--- config.mk ---
export PLATFORM = sky130hd
export DESIGN_NAME = muldiv_seq
export DESIGN_NICKNAME = d
export VERILOG_FILES = /design/src/rtl/muldiv_pkg.sv /design/src/rtl/muldiv_step.sv /design/src/rtl/muldiv_seq.sv
export SDC_FILE = /design/constraint.sdc
export NUM_CORES = 1
export LEC_CHECK = 0
export CORE_ASPECT_RATIO = 1.25
export CORE_MARGIN = 4
export CORE_UTILIZATION = 28
export DETAILED_ROUTE_END_ITERATION = 16
export SLEW_MARGIN = 20
export SYNTH_ARGS = -nofsm -noshare
export SYNTH_HDL_FRONTEND = slang
export SYNTH_SLANG_ARGS = --single-unit
--- constraint.sdc ---
create_clock -name clk -period 3.5 [get_ports clk]
set_input_delay 0.35 -clock clk [delete_from_list [all_inputs] [get_ports clk]]
set_output_delay 0.35 -clock clk [all_outputs]
set_load 0.005 [all_outputs]
--- src/rtl/muldiv_pkg.sv ---
// Shared types and constants for the iterative RV32M multiply/divide sequencer.
// Latency: n/a (definitions only).
// Backpressure: n/a.
package muldiv_pkg;

  localparam int XLEN = 32;
  localparam logic [XLEN-1:0] INT_MIN = {1'b1, {(XLEN-1){1'b0}}};

  // funct3 encodings of the M extension
  typedef enum logic [2:0] {
    OP_MUL    = 3'b000,
    OP_MULH   = 3'b001,
    OP_MULHSU = 3'b010,
    OP_MULHU  = 3'b011,
    OP_DIV    = 3'b100,
    OP_DIVU   = 3'b101,
    OP_REM    = 3'b110,
    OP_REMU   = 3'b111
  } muldiv_op_e;

  typedef enum logic [1:0] {
    IDLE = 2'd0,
    CALC = 2'd1,
    SIGN = 2'd2,
    DONE = 2'd3
  } muldiv_state_e;

  // rs1 is interpreted as signed for these ops
  function automatic logic op_a_signed(input muldiv_op_e op);
    return (op == OP_MULH) || (op == OP_MULHSU) || (op == OP_DIV) || (op == OP_REM);
  endfunction

  // rs2 is interpreted as signed for these ops (MULHSU keeps rs2 unsigned)
  function automatic logic op_b_signed(input muldiv_op_e op);
    return (op == OP_MULH) || (op == OP_DIV) || (op == OP_REM);
  endfunction

endpackage

--- src/rtl/muldiv_step.sv ---
// One iteration of the magnitude datapath: shift-add multiply or restoring divide.
// Latency: purely combinational.
// Backpressure: none; the sequencer decides when the result is registered.
module muldiv_step #(
  parameter int W = 32
) (
  input  logic           is_div_i,
  input  logic [2*W-1:0] acc_i,   // mul: {partial, multiplier}; div: {remainder, quotient}
  input  logic [W-1:0]   opb_i,   // mul: multiplicand; div: divisor
  output logic [2*W-1:0] acc_o
);

  logic [W:0]   sum;
  logic [W:0]   sh;
  logic         ge;
  logic [W-1:0] rem_new;

  // Select one multiply step (add-then-shift-right) or one restoring divide step
  always_comb begin
    // multiply: conditionally add multiplicand to the high half, shift whole register right
    sum     = {1'b0, acc_i[2*W-1:W]} + (acc_i[0] ? {1'b0, opb_i} : {(W+1){1'b0}});
    // divide: remainder shifted left pulling in the next dividend bit
    sh      = {acc_i[2*W-1:W], acc_i[W-1]};
    ge      = (sh >= {1'b0, opb_i});
    // remainder < divisor, so the difference always fits in W bits
    rem_new = ge ? (sh[W-1:0] - opb_i) : sh[W-1:0];
    if (is_div_i) begin
      acc_o = {rem_new, acc_i[W-2:0], ge};
    end else begin
      acc_o = {sum, acc_i[W-1:1]};
    end
  end

endmodule

--- src/rtl/muldiv_seq.sv ---
// Iterative RV32M sequencer: 32-step shift-add multiply / restoring divide on magnitudes, then sign fix-up.
// Latency: start at cycle 0, result with DoneE in cycle 34 (cycle 1 for divide-by-zero / signed overflow).
// Backpressure: StallE holds the pipeline while busy; FlushE aborts at once; StartE ignored unless IDLE.
module muldiv_seq
  import muldiv_pkg::*;
(
  input  logic            clk,
  input  logic            rst,
  input  logic            StartE,
  input  logic [2:0]      MulDivOpE,
  input  logic [XLEN-1:0] srcAE,
  input  logic [XLEN-1:0] srcBE,
  input  logic [4:0]      RdE,
  input  logic            FlushE,
  output logic            StallE,
  output logic            DoneE,
  output logic [XLEN-1:0] MulDivResultE,
  output logic [4:0]      RdE_out
);

  localparam int CNT_W = $clog2(XLEN);

  muldiv_state_e     state_q, state_d;
  muldiv_op_e        op_q, op_d;
  logic [CNT_W-1:0]  cnt_q, cnt_d;
  logic [2*XLEN-1:0] acc_q, acc_d, step_acc;
  logic [XLEN-1:0]   opb_q, opb_d;
  logic [XLEN-1:0]   res_q, res_d;
  logic [4:0]        rd_q, rd_d;
  logic              a_neg_q, a_neg_d, b_neg_q, b_neg_d;

  muldiv_op_e        op_in;
  logic              a_neg, b_neg, div_zero, div_ovf;
  logic [XLEN-1:0]   a_abs, b_abs;
  logic [2*XLEN-1:0] prod_fix;
  logic [XLEN-1:0]   quo_fix, rem_fix, res_sel;

  // Decode the incoming op and take operand magnitudes
  always_comb begin
    op_in    = muldiv_op_e'(MulDivOpE);
    a_neg    = op_a_signed(op_in) & srcAE[XLEN-1];
    b_neg    = op_b_signed(op_in) & srcBE[XLEN-1];
    a_abs    = a_neg ? -srcAE : srcAE;
    b_abs    = b_neg ? -srcBE : srcBE;
    div_zero = MulDivOpE[2] & (srcBE == '0);
    div_ovf  = ((op_in == OP_DIV) || (op_in == OP_REM)) && (srcAE == INT_MIN) && (srcBE == '1);
  end

  muldiv_step #(.W(XLEN)) u_step (
    .is_div_i (op_q[2]),
    .acc_i    (acc_q),
    .opb_i    (opb_q),
    .acc_o    (step_acc)
  );

  // Sign fix-up of the magnitude result and selection of the architectural result word
  always_comb begin
    prod_fix = (a_neg_q ^ b_neg_q) ? -acc_q : acc_q;
    quo_fix  = (a_neg_q ^ b_neg_q) ? -acc_q[XLEN-1:0] : acc_q[XLEN-1:0];
    rem_fix  = a_neg_q ? -acc_q[2*XLEN-1:XLEN] : acc_q[2*XLEN-1:XLEN];
    case (op_q)
      OP_MUL:                       res_sel = prod_fix[XLEN-1:0];
      OP_MULH, OP_MULHSU, OP_MULHU: res_sel = prod_fix[2*XLEN-1:XLEN];
      OP_DIV, OP_DIVU:              res_sel = quo_fix;
      default:                      res_sel = rem_fix;
    endcase
  end

  // FSM next state and datapath register updates; a flush overrides everything but reset
  always_comb begin
    state_d = state_q;
    op_d    = op_q;
    cnt_d   = cnt_q;
    acc_d   = acc_q;
    opb_d   = opb_q;
    res_d   = res_q;
    rd_d    = rd_q;
    a_neg_d = a_neg_q;
    b_neg_d = b_neg_q;
    if (FlushE) begin
      state_d = IDLE;
    end else begin
      case (state_q)
        IDLE: begin
          if (StartE) begin
            op_d = op_in;
            rd_d = RdE;
            if (div_zero) begin
              // quotient all ones, remainder is the dividend
              res_d   = MulDivOpE[1] ? srcAE : '1;
              state_d = DONE;
            end else if (div_ovf) begin
              res_d   = (op_in == OP_DIV) ? INT_MIN : '0;
              state_d = DONE;
            end else begin
              a_neg_d = a_neg;
              b_neg_d = b_neg;
              acc_d   = {{XLEN{1'b0}}, (MulDivOpE[2] ? a_abs : b_abs)};
              opb_d   = MulDivOpE[2] ? b_abs : a_abs;
              cnt_d   = '0;
              state_d = CALC;
            end
          end
        end
        CALC: begin
          acc_d = step_acc;
          if (cnt_q == CNT_W'(XLEN - 1)) begin
            state_d = SIGN;
          end else begin
            cnt_d = cnt_q + 1'b1;
          end
        end
        SIGN: begin
          res_d   = res_sel;
          state_d = DONE;
        end
        default: state_d = IDLE;
      endcase
    end
  end

  // State registers with synchronous reset
  always_ff @(posedge clk) begin
    if (rst) begin
      state_q <= IDLE;
      op_q    <= OP_MUL;
      cnt_q   <= '0;
      acc_q   <= '0;
      opb_q   <= '0;
      res_q   <= '0;
      rd_q    <= '0;
      a_neg_q <= 1'b0;
      b_neg_q <= 1'b0;
    end else begin
      state_q <= state_d;
      op_q    <= op_d;
      cnt_q   <= cnt_d;
      acc_q   <= acc_d;
      opb_q   <= opb_d;
      res_q   <= res_d;
      rd_q    <= rd_d;
      a_neg_q <= a_neg_d;
      b_neg_q <= b_neg_d;
    end
  end

  // Stall covers the accepting cycle; both stall and done are killed by a flush in the same cycle
  always_comb begin
    StallE        = ~FlushE & (((state_q == IDLE) & StartE) | (state_q == CALC) | (state_q == SIGN));
    DoneE         = ~FlushE & (state_q == DONE);
    MulDivResultE = res_q;
    RdE_out       = rd_q;
  end

endmodule
Yosys cells after proc, flatten, opt, wreduce, memory -nomap -nowiden
Index checks and enable logic that the tools add are counted.
{ "word_totals": {"elab_cells": 104, "regBits": 145, "in_bits": 76, "out_inout_bits": 39} }
{ "classes": {"n_addsub": 8, "reduce_logical": 22, "n_mux": 31, "eq_ne": 21, "magnitude_cmp": 1, "bitwise_logic": 12} }
{ "ops": {"columns": ["op", "count"], "rows": [
  ["$mux 32", 13],
  ["$mux 64", 5],
  ["$neg 32->32", 4],
  ["$pmux 64 s2", 1],
  ["$pmux 32 s3", 1],
  ["$eq 32x32->1 const B", 2],
  ["$neg 64->64", 1],
  ["$pmux 32 s2", 1],
  ["$add 32x33->33", 1],
  ["$ge 33x32->1", 1],
  ["$logic_not 32->1", 1],
  ["$sub 32x32->32", 1],
  ["$mux 5", 4],
  ["$eq 3x3->1 const B", 4],
  ["$ne 2x2->1 const B", 5],
  ["$pmux 5 s2", 1],
  ["$reduce_and 5->1", 2],
  ["$eq 3x2->1 const B", 3],
  ["$mux 2", 4],
  ["$and 1x1->1", 6],
  ["$eq 3x1->1 const B", 2],
  ["$logic_or 1x1->1", 6],
  ["$pmux 2 s3", 1],
  ["$reduce_and 6->1", 1],
  ["17 further kinds", 24]
]} }

Depth between registers and ports, before layout
Gate-level depths: netlist of run 1.
{ "logic_depth": {"depth_word": 11, "mapped_depth": 14, "mapped_depth_nobuf": 13} }

Modules after synthesis
A second synthesis of run 1 with hierarchy kept.
{ "unflattened": {"cells_unflattened": 2204, "hier_area_um2": 16151.7} }
{ "by_module_without_submodules": {"columns": ["module", "cells_per_inst", "area_each_um2", "instances", "seq_area_each_um2"], "rows": [
  ["muldiv_seq", 1533, 11453.5, 1, 2902.8],
  ["muldiv_step", 671, 4698.3, 1, 0.0]
]} }

Worst setup path after synthesis of run 1
No wires, ideal clock.
{ "synth_timing": {"path_kind": "register to register", "startpoint": "register acc_q[0]", "endpoint": "register acc_q[60]", "stages_incl_launch_ff": 14, "arrival_ns": 2.932, "period_less_slack_ns": 3.062, "setup_ns": 0.130, "n_path_buf": 1, "path_slack_ns": 0.438, "required_ns": 3.370, "path_cell_list": "dfxtp_1 > inv_1 > clkbuf_1 > nor2_1 > ha_1 > o21a_1 > o311a_1 > a211o_1 > a31oi_1 > o21bai_1 > a31o_2 > a311oi_1 > xor2_1 > o211ai_1"} }
{ "synth_between": {"elab_chain_cells": 4} }
{ "synth_lines": {"columns": ["item", "line", "source"], "rows": [
  ["from (decl)", "muldiv_seq.sv:26", "logic [2*XLEN-1:0] acc_q, acc_d, step_acc;"],
  ["from (signal assigned)", "muldiv_seq.sv:128", "acc_q <= '0;"],
  ["from (signal assigned)", "muldiv_seq.sv:138", "acc_q <= acc_d;"],
  ["$mux 32", "muldiv_step.sv:21", "sum = {1'b0, acc_i[2*W-1:W]} + (acc_i[0] ? {1'b0, opb_i} : {(W+1){1'b0}});"],
  ["$add 32x33->33", "muldiv_step.sv:21", null],
  ["$mux 64", "muldiv_step.sv:27", "if (is_div_i) begin"],
  ["$pmux 64 s2", "muldiv_seq.sv:83", "case (state_q)"]
]} }
No other way between the ends.
A chain may end at the register's enable or synchronous reset.

Worst setup path after layout of run 1
{ "layout_timing": {"startpoint": "register acc_q[10]", "endpoint": "register res_q[24] (netlist: MulDivResultE[24])"} }
{ "layout_between": {"elab_chain_cells": 4, "elab_cells_between_ends": 6, "cone_classes": "add/sub: 2; mux: 4"} }
{ "layout_lines": {"columns": ["item", "line", "source"], "rows": [
  ["$neg 64->64 or $neg 32->32 (tied branches)", "muldiv_seq.sv:58, muldiv_seq.sv:59", null],
  ["$mux 64 or $mux 32 (tied branches)", "muldiv_seq.sv:58, muldiv_seq.sv:59", null],
  ["$pmux 32 s3 (*)", "muldiv_seq.sv:61", "case (op_q)"],
  ["$pmux 32 s2 (*)", "muldiv_seq.sv:83", null],
  ["to (signal assigned)", "muldiv_seq.sv:140", "res_q <= res_d;"],
  ["to (decl)", "muldiv_seq.sv:28", "logic [XLEN-1:0] res_q, res_d;"]
]} }
Mark *: on every way between the ends. The rest lies on a longest branch, timed or not.

==> run summary, run 1 <==
status: completed
ys async rst share: 0
Layout Nets: 2509
vias in the first global route: 16800
DRC viols: 0
TritonCTS buffer count: 17
Setup CP Type: flip-flop to flip-flop
Worst Path Required: 3.84 ns
die area: 0.0581 mm2
H-tree levels: 4
Die Y: 268 um
clock network power share: 0.343
CTS tree: built
area added between synthesis and finish: 27.0%
first-pass GRT wire length: 101 mm
pre-CTS worst setup slack: -0.0838 ns
Cells after Synth: 2131
row count: 95
Fin. Hold Viols: 0
setup TNS: 0 ns
Chip Width: 216 um
most common cell in the synthesized netlist: nor2_1
Fmax: 0.298 GHz
R2R cell count: 9
PwrDens: 287 mW/mm2
DP Wirelength: 55.3 mm
Synth Area per Inst: 7.13 um2
port bufs: 114
Leak: 7.68 nW
IO Pins: 115
critical path peak fanout: 7
Tmin final: 3.36 ns
TritonRoute pass-1 iters: 6
routed len/inst: 21.8 um
final setup fails: 0
ant diodes: 0
antenna viol nets, final: 0
top_reg_cell synth: dfxtp_1
Slew HR: 0.413
DP Cell Count: 3062
Yosys top cell area share: 0.191
antenna violations before repair: 0
first-iteration detailed-routing DRC count: 1600
routed vias: 17100
skew final: 0.0157 ns
Max VDD drop: 0.000368 V
clk slew on worst S/H paths: 0.08 ns
total of max-cap violations: 0
GRT overflow: 0
critical path endpoint category: flip-flop
FF+latch count, synth: 145
sw frac: 0.368
final worst-path setup slack: 0.141 ns
Vias/cell: 5.52
Initial Util: 0.283
clock sinks: 145
CP arrival: 3.70 ns
Tcrit/Tclk final: 0.960
routability cong.: 0.964
actual slew at the worst max-slew pin: 0.881 ns
largest net degree at the start of global routing: 55
top post-synthesis cells by count: nor2_1, nand2_1, a21oi_1
Max clock buf depth: 2
RSZ-0062 raised after global routing: yes
non-filler cells, final: 3096
cell taking the most area after synthesis: dfxtp_1
Final Slew Violations: 0
Reg power frac: 0.323
clk_lat worst skew: 0.46 ns
CP startpoint kind: flip-flop
Int Pwr: 3.50 mW
Root Buffer: clkbuf_16
EDFF count, synth: 0
hold path cells: 2
Core Area: 0.0537 mm2
Hold Buf Count CTS: 0
top cells by area, synth: dfxtp_1, xnor2_1, ha_1
Sw Pwr: 2.04 mW
global-route total usage across every layer: 0.224
fraction of layout cells with a size suffix above 1: 0.159
post-synthesis sequential area ratio: 0.191
Hold Path Class: input pin to flip-flop
Net Count, Synth: 2284
total power: 5.54 mW
Warnings, synthesis: 0
Post-Syn Area: 0.0152 mm2
Routed WL: 67.6 mm
Comb pwr share: 0.334
Synth cell types: 93
==> final cells by class <==
type / instances / area (um2)
Tap cell: 727 / 910
Inverter: 69 / 259
Multi-Input combinational cell: 1757 / 11500
Sequential cell: 145 / 2900
Clock buffer: 18 / 439
Timing Repair Buffer: 366 / 3130
Fill cell: 5768 / 34400
Clock inverter: 14 / 143
==> layer usage <==
| layer | part of all wire | vias up | track usage |
|---|---|---|---|
| met5 | 0 | - | 0 |
| met4 | 0.055 | 0 | 0.113 |
| met3 | 0.051 | 147 | 0.0243 |
| met2 | 0.49 | 605 | 0.401 |
| met1 | 0.41 | 8128 | 0.267 |
| li1 | - | 8202 | - |
==> final timing paths <==
check                                          to  startpoint  slack [ns]
worst min-delay path            MulDivResultE[27]         rst        0.26
worst min register to register         RdE_out[1]  RdE_out[1]        0.46
worst max-delay path            MulDivResultE[24]   acc_q[10]        0.14
worst max register to register  MulDivResultE[24]   acc_q[10]        0.14
==> flip-flops by register name (all words and copies together) (netlist names) <==
signal / cells
acc_q: 64
MulDivResultE: 32
opb_q: 32
RdE_out: 5
cnt_q: 5
op_q: 3
state_q: 2
a_neg_q: 1
b_neg_q: 1
==> logic make-up after synthesis <==
group | synth area share
and+or+nand+nor | 0.240
AOI/OAI and AO/OA | 0.288
buffers and inverters | 0.0598
xor gates and xnor gates | 0.115
DFF | 0.191
adders and majority gates | 0.0644
muxes | 0.0417
==> stage by stage <==
step                area [um2]  hold WS [ns]   util
finish                   19300         0.260  0.359
detailed placement       18600         0.450  0.346
global route             19300         0.269  0.359
floorplan                15200         0.432      -
CTS                      19200         0.238  0.357
global placement         18600         0.443  0.346
==> timing repair <==
| action | CTS | global route |
|---|---|---|
| setup buffers | 0 | 2 |
| pin swaps | 1 | 6 |
| setup endpoints to repair | 1 | 19 |
| gates resized for setup | 1 | 16 |
==> power groups by stage <==
stage / clock [mW] / sequential [mW] / combinational, mW
finish: 1.90 / 1.79 / 1.85
global route: 1.96 / 1.80 / 2.00
CTS: 1.92 / 1.79 / 1.81
detailed placement: 0 / 1.82 / 1.80
global placement: 0 / 1.82 / 1.79
floorplan: 0 / 1.80 / 1.11
==> layout by cell type, fill, tap and decap left out, drive strengths merged, types with 14 or more instances in the layout <==
| cell type | count |
|---|---|
| o21a | 15 |
| nor4 | 25 |
| nand2b | 18 |
| xnor2 | 108 |
| o21ai | 139 |
| a31oi | 32 |
| a211oi | 53 |
| and2 | 20 |
| nand2 | 201 |
| nand4 | 23 |
| o31ai | 24 |
| nor2 | 245 |
| mux2 | 27 |
| inv | 77 |
| o211ai | 35 |
| buf | 254 |
| a311oi | 14 |
| mux2i | 33 |
| or3 | 19 |
| ha | 75 |
| clkdlybuf4s50 | 112 |
| o41ai | 17 |
| nor3 | 84 |
| xor2 | 92 |
| a21oi | 173 |
| clkbuf | 18 |
| nor2b | 19 |
| a21o | 38 |
| or4 | 18 |
| a22oi | 23 |
| nand3 | 38 |
| and3 | 14 |
| dfxtp | 145 |
==> critical path, stage by stage, from the launching register on <==
cell      delay (ns)
dfxtp_1         0.34
or4_4           0.61
nor4_4          0.43
nand4_2         0.31
or2_1           0.44
o21ai_0         0.27
xnor2_1         0.10
a221oi_1        0.48
buf_4           0.20
a21oi_1         0.05
Power figures use the tool's default switching activity.
==> run 2: changes to the inputs <==
- SYNTH_HIERARCHICAL: not set -> 1
==> run 2 against run 1 <==
Effect of this change:
- wire length is 13% higher
- non-clock buffer count is 2 lower
- synthesized cell count is 3.4% higher
- global-route usage is 1.2 points higher
- clock skew is 0.0030 ns higher
- final cell count is 3.0% higher
- critical path depth is 4 higher
- synthesized area is 6.3% higher
- final area is 3.6% higher
- die area is 6.1% higher
- total power is 3.2% higher
- maximum frequency is 2.9% lower
- largest power group is now combinational cells
==> run summary, run 2 <==
Net Count, Synth: 2357
Setup CP Type: flip-flop to flip-flop
Warnings, synthesis: 6
pre-CTS worst setup slack: -0.0413 ns
ys async rst share: 0
H-tree levels: 4
post-synthesis sequential area ratio: 0.180
antenna violations before repair: 1
commonest non-fill, non-tap cell in the layout: buf_4
RR Startpoint: opb_q[0]
critical path endpoint category: flip-flop
R2R cell count: 13
FF-to-FF setup slack: 0.04 ns
Vias/cell: 5.86
CP delay by family, top: compound AO/OA/AOI/OAI gates
worst r2r dst: acc_q[59]
Chip Width: 223 um
hold path cells: 2
Root Buffer: clkbuf_16
first-iteration detailed-routing DRC count: 1793
Post-Syn Area: 0.0162 mm2
CP max stage cell: or4b_1
met1 Use GR: 0.276
fraction of layout cells with a size suffix above 1: 0.164
die area: 0.0616 mm2
Final Slew Violations: 0
CTS tree: built
Post-CTS Setup Inserts: 0
clk slew on worst S/H paths: 0.07 ns
routability cong.: 1.03
FF+latch count, synth: 145
row count: 98
top post-synthesis cells by count: nand2_1, nor2_1, a21oi_1
port bufs: 114
DRC viols: 0
CP Buf/Inv Count: 0
largest net degree at the start of global routing: 66
non-filler cells, final: 3188
TritonRoute pass-1 iters: 6
Hold Crit Endpoint: MulDivResultE[11]
met3 Use GR: 0.0313
CP startpoint kind: flip-flop
# fillers: 6102
largest reg by FF count: acc_q
routed len/inst: 24.0 um
final worst-path setup slack: 0.0411 ns
clk_lat worst skew: 0.48 ns
Synth cell types: 106
Synth Area per Inst: 7.33 um2
TritonCTS buffer count: 17
Hold Buf Count CTS: 0
antenna viol nets, final: 0
Die Y: 277 um
Worst Path Required: 3.86 ns
Hold Path Origin: rst
EDFF count, synth: 0
GR peak layer: met2
actual slew at the worst max-slew pin: 1.31 ns
max reg flops: 64
total of max-cap violations: 0
routed vias: 18700
DP Cell Count: 3156
Leak: 8.04 nW
fin util: 0.350
top_reg_cell synth: dfxtp_1
clock sinks: 145
skew final: 0.0186 ns
critical path peak fanout: 3
Tmin final: 3.46 ns
slowest stage delay, CP: 0.44 ns
crit-path cells: and2_1 -> ha_2 -> fa_2 -> a21o_1 -> a211oi_2 -> and4bb_4 -> o211ai_4 -> a211oi_4 -> o211ai_2 -> or4b_1 -> and4_1 -> a221o_1 -> a22o_1
RSZ-0062 raised after global routing: yes
Slew HR: 0.102
IO Pins: 115
Fmax: 0.289 GHz
multi-input gate area in the final layout: 0.0122 mm2
Initial Util: 0.283
Tcrit/Tclk final: 0.988
met2 Use GR: 0.393
final setup fails: 0
Max clock buf depth: 2
Fin. Hold Viols: 0
vias in the first global route: 18000
status: completed
CP arrival: 3.82 ns
first-pass GRT wire length: 113 mm
Yosys top cell area share: 0.180
GRT overflow: 0
cell taking the most area after synthesis: dfxtp_1
PwrDens: 286 mW/mm2
area added between synthesis and finish: 23.8%
Max VDD drop: 0.000386 V
top cells by area, synth: dfxtp_1, ha_1, a21oi_1
most common cell in the synthesized netlist: nand2_1
Cells after Synth: 2204
DP Wirelength: 60.5 mm
Routed WL: 76.5 mm
Layout Nets: 2578
Core Area: 0.0571 mm2
FF/Latch Area: 0.00291 mm2
commonest cells after routing, fill and taps aside: buf_4, nand2_1, nor2_1
ant diodes: 0
global-route total usage across every layer: 0.236
Hold Path Class: input pin to flip-flop
-- run 2: through the flow --
stage	setup TNS [ns]	power, mW	area (um2)	hold WS, ns
after floorplan	0	3.00	16200	0.439
after global placement	-0.303	3.82	19300	0.444
after detailed placement	-0.188	3.84	19300	0.449
after CTS	-0.00541	5.68	19900	0.348
after global routing	-0.0434	5.92	20000	0.382
final	0	5.72	20000	0.354
-- run 2: metal layers --
layer | vias up | share of wire
met2 | 922 | 0.47
met1 | 8923 | 0.38
li1 | 8601 | -
met4 | 0 | 0.088
met3 | 232 | 0.063
met5 | - | 0
-- run 2: worst max path at each step --
stage                     depth (start not counted)  startpoint        end
final                                            13    opb_q[0]  acc_q[59]
after global routing                             13    acc_q[0]  acc_q[59]
after CTS                                        13    opb_q[0]  acc_q[59]
after detailed placement                         13    opb_q[0]  acc_q[59]
after global placement                           13    opb_q[0]  acc_q[59]
after floorplan                                  14    acc_q[0]  acc_q[59]
-- run 2: worst register-to-register path, delay by kind of cell, from the launching register on --
kind	cells	cell delay, ns
DFF	1	0.32
AOI/OAI and AO/OA	7	1.35
and+or+nand+nor	4	1.11
adders and majority gates	2	0.56
-- run 2: layout make-up --
cell class / count / share of cell area
Tap cell: 750 / 0.0469
Multi-Input combinational cell: 1811 / 0.609
Inverter: 86 / 0.0161
Timing Repair Buffer: 364 / 0.155
Clock inverter: 11 / 0.00532
Sequential cell: 145 / 0.145
Clock buffer: 21 / 0.0225
-- run 2: cell families (layout without fill, tap and decap cells) --
kind of cell | after synthesis | in the layout | synth area share
AND/OR/NAND/NOR | 812 | 812 | 0.255
AO/OA/AOI/OAI | 675 | 675 | 0.285
buffers and inverters | 248 | 482 | 0.0770
XOR/XNOR | 161 | 161 | 0.0873
flip-flops | 145 | 145 | 0.180
multiplexers | 86 | 86 | 0.0559
adder cells (fa/ha/maj) | 77 | 77 | 0.0606
-- run 2: power by group --
| part | total [mW] | switching [mW] | leakage [nW] | internal (mW) |
|---|---|---|---|---|
| logic | 2.08 | 1.25 | 6.61 | 0.830 |
| clock network | 1.84 | 0.843 | 0.253 | 1.00 |
| registers | 1.79 | 0.0787 | 1.18 | 1.71 |
| total | 5.72 | 2.17 | 8.04 | 3.54 |
-- run 2: what timing repair did --
action | 4_1_cts | 5_1_grt
gates resized for setup | 7 | 25
endpoints found under the setup margin | 5 | 16
pin swaps | 6 | 5
==> run 3: changes to the inputs <==
- CORE_ASPECT_RATIO: 1.25 -> 1.4
==> run 3 against run 2 <==
Effect of this change:
- via count fell by 0.56%
- utilization rose by 0.69 points
- register-to-register slack improved by 0.03 ns
- total power rose by 3.6%
- largest cell class unchanged
- highest routed layer is now met5
==> run summary, run 3 (synthesized netlist as in run 2, its figures left out) <==
routability cong.: 1.05
FF-to-FF setup slack: 0.07 ns
CP arrival: 3.79 ns
Initial Util: 0.285
clk_lat worst skew: 0.46 ns
Max clock buf depth: 2
status: completed
clock sinks: 145
placed instance area: 0.0194 mm2
hold path cells: 3
Hold Buf Count CTS: 0
first-pass GRT wire length: 116 mm
Worst Path Required: 3.86 ns
Core Area: 0.0567 mm2
H-tree levels: 4
Layout Nets: 2603
max reg flops: 64
DP Wirelength: 62.8 mm
fin util: 0.357
CP delay by family, top: compound AO/OA/AOI/OAI gates
vias in the first global route: 18100
CTS tree: built
Leak: 8.24 nW
post-route cell area: 0.0202 mm2
Routed WL: 78.4 mm
first-iteration detailed-routing DRC count: 1824
largest reg by FF count: acc_q
crit-path cells: and2_4 -> ha_4 -> fa_2 -> a21o_1 -> a211oi_2 -> and4bb_1 -> o211ai_2 -> a211oi_4 -> buf_4 -> o21ai_1 -> nand2b_1 -> a2111oi_0 -> a221oi_1 -> a22o_1
TritonRoute pass-1 iters: 5
Vias/cell: 5.81
Hold Crit Endpoint: op_q[2]
PwrDens: 293 mW/mm2
CP Buf/Inv Count: 1
Tmin final: 3.43 ns
Hold Path Class: input pin to flip-flop
CP Launch Point: acc_q[0]
fraction of layout cells with a size suffix above 1: 0.173
GRT overflow: 0
slowest stage delay, CP: 0.49 ns
port bufs: 114
final setup fails: 0
die area: 0.0616 mm2
largest net degree at the start of global routing: 82
global-route total usage across every layer: 0.245
RSZ-0062 raised after global routing: yes
critical path endpoint category: flip-flop
Final Slew Violations: 0
Die Y: 292 um
actual slew at the worst max-slew pin: 1.05 ns
routed vias: 18600
worst r2r dst: acc_q[55]
row count: 103
critical path peak fanout: 6
commonest cells after routing, fill and taps aside: buf_4, nand2_1, nor2_1
skew final: 0.0104 ns
Chip Width: 211 um
CP startpoint kind: flip-flop
clk slew on worst S/H paths: 0.07 ns
antenna viol nets, final: 0
RR Startpoint: acc_q[0]
ant diodes: 0
area added between synthesis and finish: 25.3%
commonest non-fill, non-tap cell in the layout: buf_4
TritonCTS buffer count: 17
final worst-path setup slack: 0.0738 ns
Max VDD drop: 0.000254 V
antenna violations before repair: 2
CP max stage cell: a2111oi_0
Hold Path Origin: MulDivOpE[2]
Fin. Hold Viols: 0
routed len/inst: 24.5 um
DRC viols: 0
IO Pins: 115
Fin Hold WS: 0.320 ns
pre-CTS worst setup slack: -0.189 ns
total of max-cap violations: 0
Tcrit/Tclk final: 0.979
Slew HR: 0.279
Root Buffer: clkbuf_16
total power: 5.92 mW
Fmax: 0.292 GHz
Setup CP Type: flip-flop to flip-flop
R2R cell count: 14
# fillers: 6002
[run 3: through the flow]
step	std cells	TNS, ns
2_1_floorplan	2204	0
3_3_place_gp	3160	-0.506
3_5_place_dp	3160	-0.401
4_1_cts	3193	0
5_1_grt	3198	-0.0407
6_report	3198	0
[run 3: how the worst max path moves through the flow]
stage	end	slack (ns)	depth (start not counted)
global route	acc_q[59]	-0.03	13
floorplan	acc_q[59]	0.01	14
global placement	opb_q[29]	-0.22	8
CTS	acc_q[59]	0.008	13
detailed placement	opb_q[29]	-0.19	8
finish	acc_q[55]	0.07	14
[run 3: area by class of cell]
class                      count  area [um2]  share of cell area
clock inverter                12         149             0.00736
multi-input combinational   1811       12200               0.602
tap                          735         920              0.0454
clock buffer                  20         457              0.0226
sequential                   145        2910               0.144
inverter                      86         323              0.0160
timing repair buffer         389        3300               0.163
[run 3: what timing repair did]
action | CTS | global route
setup buffers | 1 | 5
pin swaps | 4 | 4
setup endpoints to repair | 4 | 16
resized for setup | 4 | 26
[run 3: report_power, final]
group | switching [mW] | internal, mW | leakage (nW)
combinational | 1.29 | 0.878 | 6.76
clock | 0.854 | 1.10 | 0.294
sequential | 0.0825 | 1.71 | 1.18
total | 2.22 | 3.70 | 8.24
[run 3: metal layers]
metal,vias up,part of all wire,track usage
li1,8657,-,-
met5,-,0.00013,0
met4,2,0.093,0.185
met1,8876,0.37,0.270
met3,245,0.053,0.0282
met2,794,0.49,0.426
[run 3: worst min-delay path, cell delays in order]
cell	delay (ns)
buf_2	0.21
nand2_1	0.11
a21oi_1	0.07
==> RTL change 1: new RTL, config.mk and constraints of run 1 <==
`XLEN`: 32 -> 16.
--- a/src/rtl/muldiv_pkg.sv
+++ b/src/rtl/muldiv_pkg.sv
@@ -3,7 +3,7 @@
 // Backpressure: n/a.
 package muldiv_pkg;
 
-  localparam int XLEN = 32;
+  localparam int XLEN = 16;
   localparam logic [XLEN-1:0] INT_MIN = {1'b1, {(XLEN-1){1'b0}}};
 
   // funct3 encodings of the M extension
Interface: changed (resized MulDivResultE, srcAE and srcBE); port bits go from 115 to 67. The function was not compared with the original's and may differ.
==> RTL change 1 against run 1 <==
Largest cell class unchanged; count of clock-buffer cells in the layout shrank 8; maximum frequency rose by 5.9%; area after synthesis fell by 50%; routed wire length decreased by 62%; total power decreased by 48%; cell count down 53%; non-clock buffer count is 255 lower; sequential cell count shrank 65; critical path type is now in2reg; design area down 53%; worst setup slack improved by 0.19 ns.
==> RTL change 1: results (changes against run 1) <==
stage	metric	value	unit	change
outcome	status	finished clean		
critical_path	CP startpoint	srcAE[1]		
layout	max FFs per register	32		-50%
sta	Fin Hold WS	0.456	ns	+0.195 ns
logic_synthesis	post-synth cell types	72		-23%
sta	Clock Skews	0.00716	ns	-0.00851 ns
cts	htree depth	3		-1
power_and_ir_drop	Clk power	1.00	mW	-47%
worst_hold_path	Hold Path End	MulDivResultE[0]$_SDFFE_PP0P_		
drt	Initial DRC Count	695		-57%
critical_path	WP data arrival	3.46	ns	-0.24 ns
logic_synthesis	synth top area cells	dfxtp_1 21%, nor2_1 7.3%, ha_1 7.0%, xor2_1 6.5%, a21oi_1 5.4%		
cts	TritonCTS buffer count	9		-8
grt	first-pass GRT wire length	41.0	mm	-60%
cts	CTS resizes	0		-1
grt	met2 Resource Use GR	30.1	%	-9.9 points
worst_hold_path	Hold Path Class	reg2reg		
grt	vias in the first global route	7597		-55%
power_and_ir_drop	Psw	0.987	mW	-52%
logic_synthesis	adder-cell share of the synthesized area	7.48	%	+1.0 points
critical_path	Critical Path Sink	MulDivResultE[2]$_SDFFE_PP0P_		
power_and_ir_drop	P_seq	0.988	mW	-45%
critical_path	worst reg2reg path startpoint	acc_q[16]$_SDFFE_PP0P_		
layout	fillers	2806		-51%
grt	largest net degree at the start of global routing	38		-31%
grt	GRT met1 Usage	20.7	%	-6.1 points
logic_synthesis	Syn Nets	1128		-51%
placed_design	DP HPWL	20.4	mm	-63%
critical_path	worst-path fanout max	8		+1
power_and_ir_drop	Leakage	3.40	nW	-56%
layout	fin cells	1447		-53%
critical_path	RR Endpoint	acc_q[24]$_SDFFE_PP0P_		
grt	GR Util All Layers	17.2	%	-5.2 points
grt	met3 usage	2.05	%	-0.38 points
logic_synthesis	Compound-Gate Fraction of Synth Area	28.4	%	-0.43 points
logic_synthesis	synthesized instance count	1040		-51%
cts	later-pin clock latency in the skew report	0.36	ns	-0.10 ns
critical_path	R2R setup slack	0.34	ns	+0.20 ns
worst_hold_path	worst hold start	MulDivResultE[0]$_SDFFE_PP0P_		
logic_synthesis	most frequent cells after synthesis	146 x nor2_1, 86 x nand2_1, 82 x a21oi_1		
grt	initial antenna violation count	1		+1
layout	NumNets Final	1185		-53%
power_and_ir_drop	Peak VDD IR	0.213	mV	-42%
power_and_ir_drop	Final Power	2.86	mW	-48%
logic_synthesis	post-synthesis mux area share	4.90	%	+0.73 points
placed_design	gp weighted congestion	0.923		-4.3%
drt	routed vias	7919		-54%
sta	minimum clock period	3.17	ns	-0.186 ns
cts	Worst-path clk slew	0.06	ns	-0.02 ns
placed_design	placed inst area	0.00872	mm²	-53%
logic_synthesis	Seq/Total Area, Yosys	21.2	%	+2.1 points
drt	Routed WL	25.9	mm	-62%
[RTL change 1: area by class of cell]
cell class	instances	area [µm²]	area share (%)
multi-input cells	855	5530	61.3
flip-flops and latches	80	1600	17.7
repair buffers	111	1010	11.1
well taps	345	432	4.78
clock buffers	10	239	2.65
inverters	40	150	1.66
clock inverters	6	67.6	0.749
[RTL change 1: worst max-delay path: stages]
cell	delay [ns]
clkdlybuf4s50_1	0.46
inv_1	0.11
ha_1	0.16
or3b_2	0.49
nor4_1	0.44
nand4_1	0.19
buf_4	0.20
a21oi_2	0.10
a21oi_1	0.08
or2_1	0.35
or3_1	0.39
a21oi_1	0.12
[RTL change 1: metal layers]
| layer | share of wire (%) | up-vias |
|---|---|---|
| li1 | - | 3886 |
| met1 | 41 | 3732 |
| met2 | 50 | 239 |
| met3 | 4.9 | 60 |
| met4 | 4.0 | 2 |
| met5 | 0.043 | - |
==> RTL change 2: new RTL, config.mk and constraints of run 1 <==
Without the edit above. Reset style: asynchronous (`rst`), changed in one clocked block. Comments in the files are not updated.
--- a/src/rtl/muldiv_seq.sv
+++ b/src/rtl/muldiv_seq.sv
@@ -120,7 +120,7 @@
   end
 
   // State registers with synchronous reset
-  always_ff @(posedge clk) begin
+  always_ff @(posedge clk or posedge rst) begin
     if (rst) begin
       state_q <= IDLE;
       op_q    <= OP_MUL;
Check against the original RTL: differs if rst is asserted again (counterexample within 4 cycles, from zero or initial values and one cycle with rst high); with rst held inactive, the same outputs for 4 cycles.
==> RTL change 2 against run 1 <==
Design area about the same; clock skew down 0.0049 ns; area after synthesis up 0.52%; sequential cell count unchanged; count of clock-buffer cells in the layout up 4; routed wire length down 1.2%; worst setup slack worse by 0.0037 ns; highest routed layer unchanged.
Power is left out: it rests on default switching activity, and per cell area and clock period it moved more than threefold.
==> RTL change 2: results (changes against run 1) <==
stage	metric	value	unit	change
outcome	status	finished clean		
logic_synthesis	post-synthesis mux area share	4.73	%	+0.55 points
drt	Routed WL per cell	22.0	µm	+1.0%
die	Die W	217	µm	+0.25%
critical_path	worst-path fanout max	5		-2
drt	Initial DRC Count	1563		-2.3%
logic_synthesis	adder-cell share of the synthesized area	6.49	%	+0.049 points
logic_synthesis	Syn Nets	2227		-2.5%
logic_synthesis	post-synth cell types	87		-6.5%
critical_path	max incr delay on CP	0.45	ns	-0.16 ns
drt	Vias/cell	5.64		+2.3%
logic_synthesis	most frequent cells after synthesis	237 x nor2_1, 197 x a21oi_1, 190 x nand2_1		
drt	drt pass-1 iters	5		-1
layout	register area	0.00363	mm²	+25%
critical_path	WP data arrival	3.69	ns	about the same
grt	initial antenna violation count	0		unchanged
logic_synthesis	synth top area cells	dfrtp_1 24%, a21oi_1 6.5%, xnor2_1 6.4%, ha_1 6.2%, nor2_1 5.8%		
critical_path	CP delay by family, top	simple AND/OR/NAND/NOR gates		
layout	NumNets Final	2441		-2.7%
critical_path	worst reg2reg path startpoint	acc_q[33]$_DFFE_PP0P_		
worst_hold_path	Hold Path Class	in2async		
placed_design	Port Buf Inserts	114		unchanged
cts	Worst-path clk slew	0.07	ns	
cts	Bufs on Longest Clock Path	2		unchanged
sta	Clock Skews	0.0108	ns	-0.00491 ns
logic_synthesis	Seq/Total Area, Yosys	23.7	%	+4.7 points
critical_path	Critical Path Sink	MulDivResultE[28]$_DFFE_PP0P_		
grt	GR Util All Layers	22.1	%	-0.29 points
critical_path	CP max stage cell	dfrtp_1		
placed_design	pre-CTS setup slack	-0.217	ns	-0.133 ns
sta	Fin Hold WS	0.293	ns	+0.0330 ns
sta	minimum clock period	3.36	ns	+0.00372 ns
placed_design	DP HPWL	53.4	mm	-3.4%
sta	Worst-Margin Slew	1.14	ns	+0.259 ns
critical_path	R2R cell count	11		+2
grt	first-pass GRT wire length	101	mm	-0.59%
grt	vias in the first global route	16500		-1.6%
logic_synthesis	Compound-Gate Fraction of Synth Area	29.0	%	+0.19 points
logic_synthesis	Synth Flop Type	dfrtp_1		
placed_design	gp weighted congestion	1.00		+4.2%
layout	fillers	5639		-2.2%
placed_design	placed inst area	0.0186	mm²	-0.22%
logic_synthesis	Synth Area in XOR/XNOR	10.5	%	-0.98 points
logic_synthesis	ys async rst share	100	%	+100 points
==> RTL change 2: cell type report <==
type	count	area share, %
Timing Repair Buffer	335	14.9
Clock buffer	22	2.51
Sequential cell	145	18.8
Clock inverter	10	0.868
Tap cell	727	4.71
Multi-Input combinational cell	1703	56.5
Inverter	85	1.69
==> RTL change 2: layer usage <==
layer  vias to the layer above  part of all wire (%)  track usage (%)
li1                       7951                     -                -
met1                      8199                    40             26.8
met2                       738                    47             37.1
met3                       195                   5.7             3.01
met4                         0                   7.3             13.7
met5                         -                     0                0
==> RTL change 2: timing repair <==
action | CTS | global route
endpoints found under the setup margin | 0 | 16
resized for setup | 0 | 17
buffers inserted | 0 | 2
==> RTL change 2: metrics by stage <==
| step | setup TNS [ns] | instances |
|---|---|---|
| after global placement | -2.66 | 2993 |
| after CTS | 0 | 3025 |
| after global routing | -0.0431 | 3027 |
| final | 0 | 3027 |
| after floorplan | 0 | 2073 |
| after detailed placement | -6.20 | 2993 |
